--- config.mk ---
export PLATFORM = sky130hd
export DESIGN_NAME = hazard_control_unit
export DESIGN_NICKNAME = d
export VERILOG_FILES = /design/src/rtl/hazard_control_unit.sv
export SDC_FILE = /design/constraint.sdc
export NUM_CORES = 1
export LEC_CHECK = 0
export ABC_AREA = 1
export BUFFER_PORTS_ARGS = -buffer_cell sky130_fd_sc_hd__buf_2
export CAP_MARGIN = 20
export CORE_AREA = 2 2 39 41
export CTS_CLUSTER_SIZE = 20
export DETAILED_ROUTE_END_ITERATION = 16
export DIE_AREA = 0 0 41 43
export HOLD_SLACK_MARGIN = 0.15
export PLACE_DENSITY_LB_ADDON = 0.3
export SETUP_SLACK_MARGIN = 0.1
export SLEW_MARGIN = 5
export SYNTH_ARGS = -nofsm -noshare
export SYNTH_HDL_FRONTEND = slang
export SYNTH_SLANG_ARGS = --single-unit
--- constraint.sdc ---
create_clock -name clk -period 1.2 [get_ports clk]
set_input_delay 0.24 -clock clk [delete_from_list [all_inputs] [get_ports clk]]
set_output_delay 0.24 -clock clk [all_outputs]
set_load 0.01 [all_outputs]
--- src/rtl/hazard_control_unit.sv ---
// Load-use / branch hazard controller for the ID stage with a multi-cycle stall FSM.
// Optional HAZARD_STALL_COUNT_EN adds a saturating bubble counter output stall_count.
module hazard_control_unit #(
    parameter int REG_ADDR_W        = 5,
    parameter int LOAD_STALL_CYCLES = 1,
    parameter int ZERO_REG_EXEMPT   = 1
) (
    input  logic                  clk,
    input  logic                  rst,
    input  logic                  EX_MemRead,
    input  logic [REG_ADDR_W-1:0] EX_rt,
    input  logic [REG_ADDR_W-1:0] ID_rs,
    input  logic [REG_ADDR_W-1:0] ID_rt,
    input  logic                  ID_uses_rt,
    input  logic                  branch_taken,
    output logic                  pc_write,
    output logic                  IFID_write,
    output logic                  IFID_flush,
    output logic                  nop_control,
    output logic                  stall_busy
`ifdef HAZARD_STALL_COUNT_EN
    ,
    output logic [15:0]           stall_count
`endif
);

    generate
        if (LOAD_STALL_CYCLES < 1 || LOAD_STALL_CYCLES > 15) begin : g_bad_lsc
            $error("hazard_control_unit: LOAD_STALL_CYCLES must be in 1..15");
        end
    endgenerate

    typedef enum logic {IDLE, STALL} state_t;

    localparam logic [3:0] INIT_CNT = 4'(LOAD_STALL_CYCLES - 1);

    state_t     state_q, state_d;
    logic [3:0] cnt_q, cnt_d;
    logic       rt_exempt;
    logic       hazard;

    assign rt_exempt = (ZERO_REG_EXEMPT != 0) && (EX_rt == '0);
    assign hazard    = EX_MemRead && !rt_exempt &&
                       ((EX_rt == ID_rs) || (ID_uses_rt && (EX_rt == ID_rt)));

    always_ff @(posedge clk or posedge rst) begin
        if (rst) begin
            state_q <= IDLE;
            cnt_q   <= '0;
        end else begin
            state_q <= state_d;
            cnt_q   <= cnt_d;
        end
    end

    always_comb begin
        state_d     = state_q;
        cnt_d       = cnt_q;
        pc_write    = 1'b1;
        IFID_write  = 1'b1;
        IFID_flush  = 1'b0;
        nop_control = 1'b0;
        stall_busy  = (state_q == STALL);
        if (branch_taken) begin
            IFID_flush  = 1'b1;
            nop_control = 1'b1;
            state_d     = IDLE;
            cnt_d       = '0;
        end else if (state_q == STALL) begin
            pc_write    = 1'b0;
            IFID_write  = 1'b0;
            nop_control = 1'b1;
            cnt_d       = cnt_q - 4'd1;
            if (cnt_q <= 4'd1) begin
                state_d = IDLE;
                cnt_d   = '0;
            end
        end else if (hazard) begin
            // The detecting cycle is the first bubble; STALL covers the remainder.
            pc_write    = 1'b0;
            IFID_write  = 1'b0;
            nop_control = 1'b1;
            if (LOAD_STALL_CYCLES > 1) begin
                state_d = STALL;
                cnt_d   = INIT_CNT;
            end
        end
        if (rst) begin
            pc_write    = 1'b1;
            IFID_write  = 1'b1;
            IFID_flush  = 1'b0;
            nop_control = 1'b0;
            stall_busy  = 1'b0;
        end
    end

`ifdef HAZARD_STALL_COUNT_EN
    logic [15:0] stall_count_q, stall_count_d;

    // Counts load-use bubbles only; branch flush bubbles are excluded.
    always_comb begin
        stall_count_d = stall_count_q;
        if (nop_control && !branch_taken && stall_count_q != 16'hFFFF)
            stall_count_d = stall_count_q + 16'd1;
    end

    always_ff @(posedge clk or posedge rst) begin
        if (rst) stall_count_q <= '0;
        else     stall_count_q <= stall_count_d;
    end

    assign stall_count = stall_count_q;
`endif

endmodule
==> results.ini <==
[clocking]
clock_latency_ps=250
cts_root_buffer=clkbuf_4
cts.sinks=5
numCtsBuffers=3
htreeDepth=1
clk_pin_slew_ps=50
cts_buffer_depth=2
cts_tree=done

[critical_path]
critPathSlowestCell=buf_6
worst-path-max-fanout=2
path_buf_inv=3
critical_path.top_delay_family=simple AND/OR/NAND/NOR gates
critical_path_class=input port to output pin
crit_path_cell_trace=buf_2 -> inv_1 -> nand2_1 -> nand2_1 -> nor2_1 -> nand3_1 -> nand2_1 -> nand2_1 -> nand2_1 -> nand3_2 -> buf_6
cp.required_ps=960
crit_path_frequent_cell=nand2_1
max_stage_delay_ps=130
critPathArrivalTime_ps=1070
cp-end-kind=output pin
start_kind=input port

[layout]
seq_area_sq_um=125
fillers=124
nNetsFinal=144
antenna_cells=0
synthToLayoutAreaGrowth_pct=77.3
drive_gt1_share_pct=52.9
multi_input_area_sq_um=348

[timing]
worst_slack_ps=-115
tightest_slew_ps=240
fin_skew_ps=6.01
totalNegativeSetupSlack_ps=-320
hold_viol=0
layout_min_cycle_time_ps=1310
whs_ps=319
fmax_mhz=761
slew_violations=0
setup_viol=3
post-route-period-util_pct=110
slew_headroom_pct=84.0
rsz0062_at_grt=yes

[yosys]
ys_ff_latch=5
syn_area_per_cell_sq_um=5.56
synth_nets=112
netlist_area_sq_um=500
ys_types=14
ys.flop_type=dfrtp_1
yosys_warnings=0
synth_cells=90
synth_edf_count=0
synth_common_cells=nand2_1, inv_1, nor2_1, inv_2, nand3_1
yosys.area.top_type_share_pct=25.0
async_flop_share_pct=100
yosys.area.top_type=dfrtp_1
synth-seq-area-share_pct=25.0
synth_area_leaders=dfrtp_1, nand2_1, inv_1
post-synth-top-count-cell=nand2_1

[pwr]
powerDensity_mw_per_mm2=617
p_sw_uw=161
combPwrFrac_pct=32.6
p_leak_nw=0.519
vdd_drop_max_mv=0.480
clockPowerShare_pct=36.5
sw_frac_of_total_pct=29.3
p_int_uw=387
p_seq_share_pct=30.9

[drt]
dr.pass1.iters=4
drc_errors=0
routed_via_density=4.49
wl_per_cell_um=10.1
drt.antenna.violating_nets=0
via_count=615
wirelength_mm=1.38
drt-initial-drc-count=10

[job]
max_cap_violations=0

[place]
gp_congestion=0.762
portBuffers=24
dp_hpwl_um=899

[global_route]
grt_pass1_wl_mm=1.89
grt_antenna_before_repair=0
grt_max_degree=6
grt.overflow.total=0
grt_pass1_vias=493
track_usage_pct=16.3

[die]
fp-row-count=14
die_w_um=41
dieArea_sq_mm=0.00176
fp.dieH_um=43
start_util_pct=36.2
num_io_pins=25
core_sq_mm=0.00138

[status]
status=finished, violations left
violations=setup timing

[worst_hold_path]
hp-class=input port to register

==> tightest hold or removal path, stage by stage <==
cell	delay, ps
buf_2	100
nor2_1	70
nand2_1	70
o21ai_2	50
==> metal layers <==
layer	vias to the layer above	track usage [%]	wire length, um
met2	25	23.4	695
met1	255	19.4	550
met3	5	9.42	114
li1	330	-	-
met4	0	6.00	24
met5	-	0	0
==> sequential cells by signal, indices dropped and copies added, names as in the netlist <==
name     cells
cnt_q        4
state_q      1
==> final timing paths <==
| kind | slack (ps) | cells after the start | to | start |
|---|---|---|---|---|
| min | 320 | 4 | cnt_q[3] | branch_taken |
| max reg2reg | 60 | 4 | cnt_q[2] | cnt_q[0] |
| min in group asynchronous | 490 | 3 | cnt_q[3] | rst |
| max | -110 | 11 | pc_write | ID_rt[3] |
| min reg2reg | 550 | 2 | cnt_q[3] | cnt_q[3] |
| max in group asynchronous | 510 | 3 | cnt_q[0] | rst |
==> cell usage in the layout (no fill, tap or decap) <==
cell           count
buf_2             12
buf_4              3
buf_6              6
buf_8              6
clkbuf_1           1
clkbuf_4           3
dfrtp_1            5
dlygate4sd3_1      1
ha_2               1
ha_4               1
inv_1              9
inv_2             10
inv_4              2
inv_8              3
nand2_1           23
nand2_2            9
nand3_1            4
nand3_2            2
nand4_1            1
nor2_1             8
nor2_2             2
o21ai_1            1
o21ai_2            3
o22ai_1            1
o22ai_2            1
xnor2_1            2
xor2_1             1
==> cell type report <==
class / instances / share of cell area [%]
Timing Repair Buffer: 28 / 28.2
Clock buffer: 4 / 2.96
Multi-Input combinational cell: 60 / 39.2
Inverter: 24 / 13.3
Tap cell: 16 / 2.26
Sequential cell: 5 / 14.1
==> power groups by stage <==
| stage | sequential [mW] | combinational, mW | clock (mW) |
|---|---|---|---|
| floorplan | 0.172 | 0.0683 | 0 |
| global placement | 0.172 | 0.126 | 0 |
| finish | 0.169 | 0.178 | 0.200 |
| detailed placement | 0.172 | 0.128 | 0 |
| CTS | 0.169 | 0.157 | 0.208 |
| global route | 0.169 | 0.197 | 0.226 |
==> logic make-up after synthesis <==
family                     after synthesis  share of synthesized area (%)
DFF                                      5                           25.0
AOI/OAI and AO/OA                        6                           6.50
and+or+nand+nor                         49                           38.8
xor gates and xnor gates                 3                           5.25
adders and majority gates                2                           5.00
buffers and inverters                   25                           19.5
==> stage by stage <==
step	instance area [sq um]	setup slack (ps)	std cells	power [mW]	util, %
floorplan	539	50.9	90	0.240	-
global placement	683	-176	131	0.298	49.4
detailed placement	683	-204	131	0.300	49.4
CTS	792	-89.1	136	0.534	57.2
global route	887	-217	137	0.591	64.1
finish	887	-115	137	0.547	64.1
==> repair_timing <==
item / 4_1_cts / 5_1_grt
setup endpoints to repair: 8 / 9
endpoints found under the hold margin: 5 / 0
gates resized for setup: 22 / 26
hold buffers: 1 / 0
pin swaps: 18 / 13
buffers inserted: 0 / 1
Note: power is estimated with default switching activity, not from simulation.
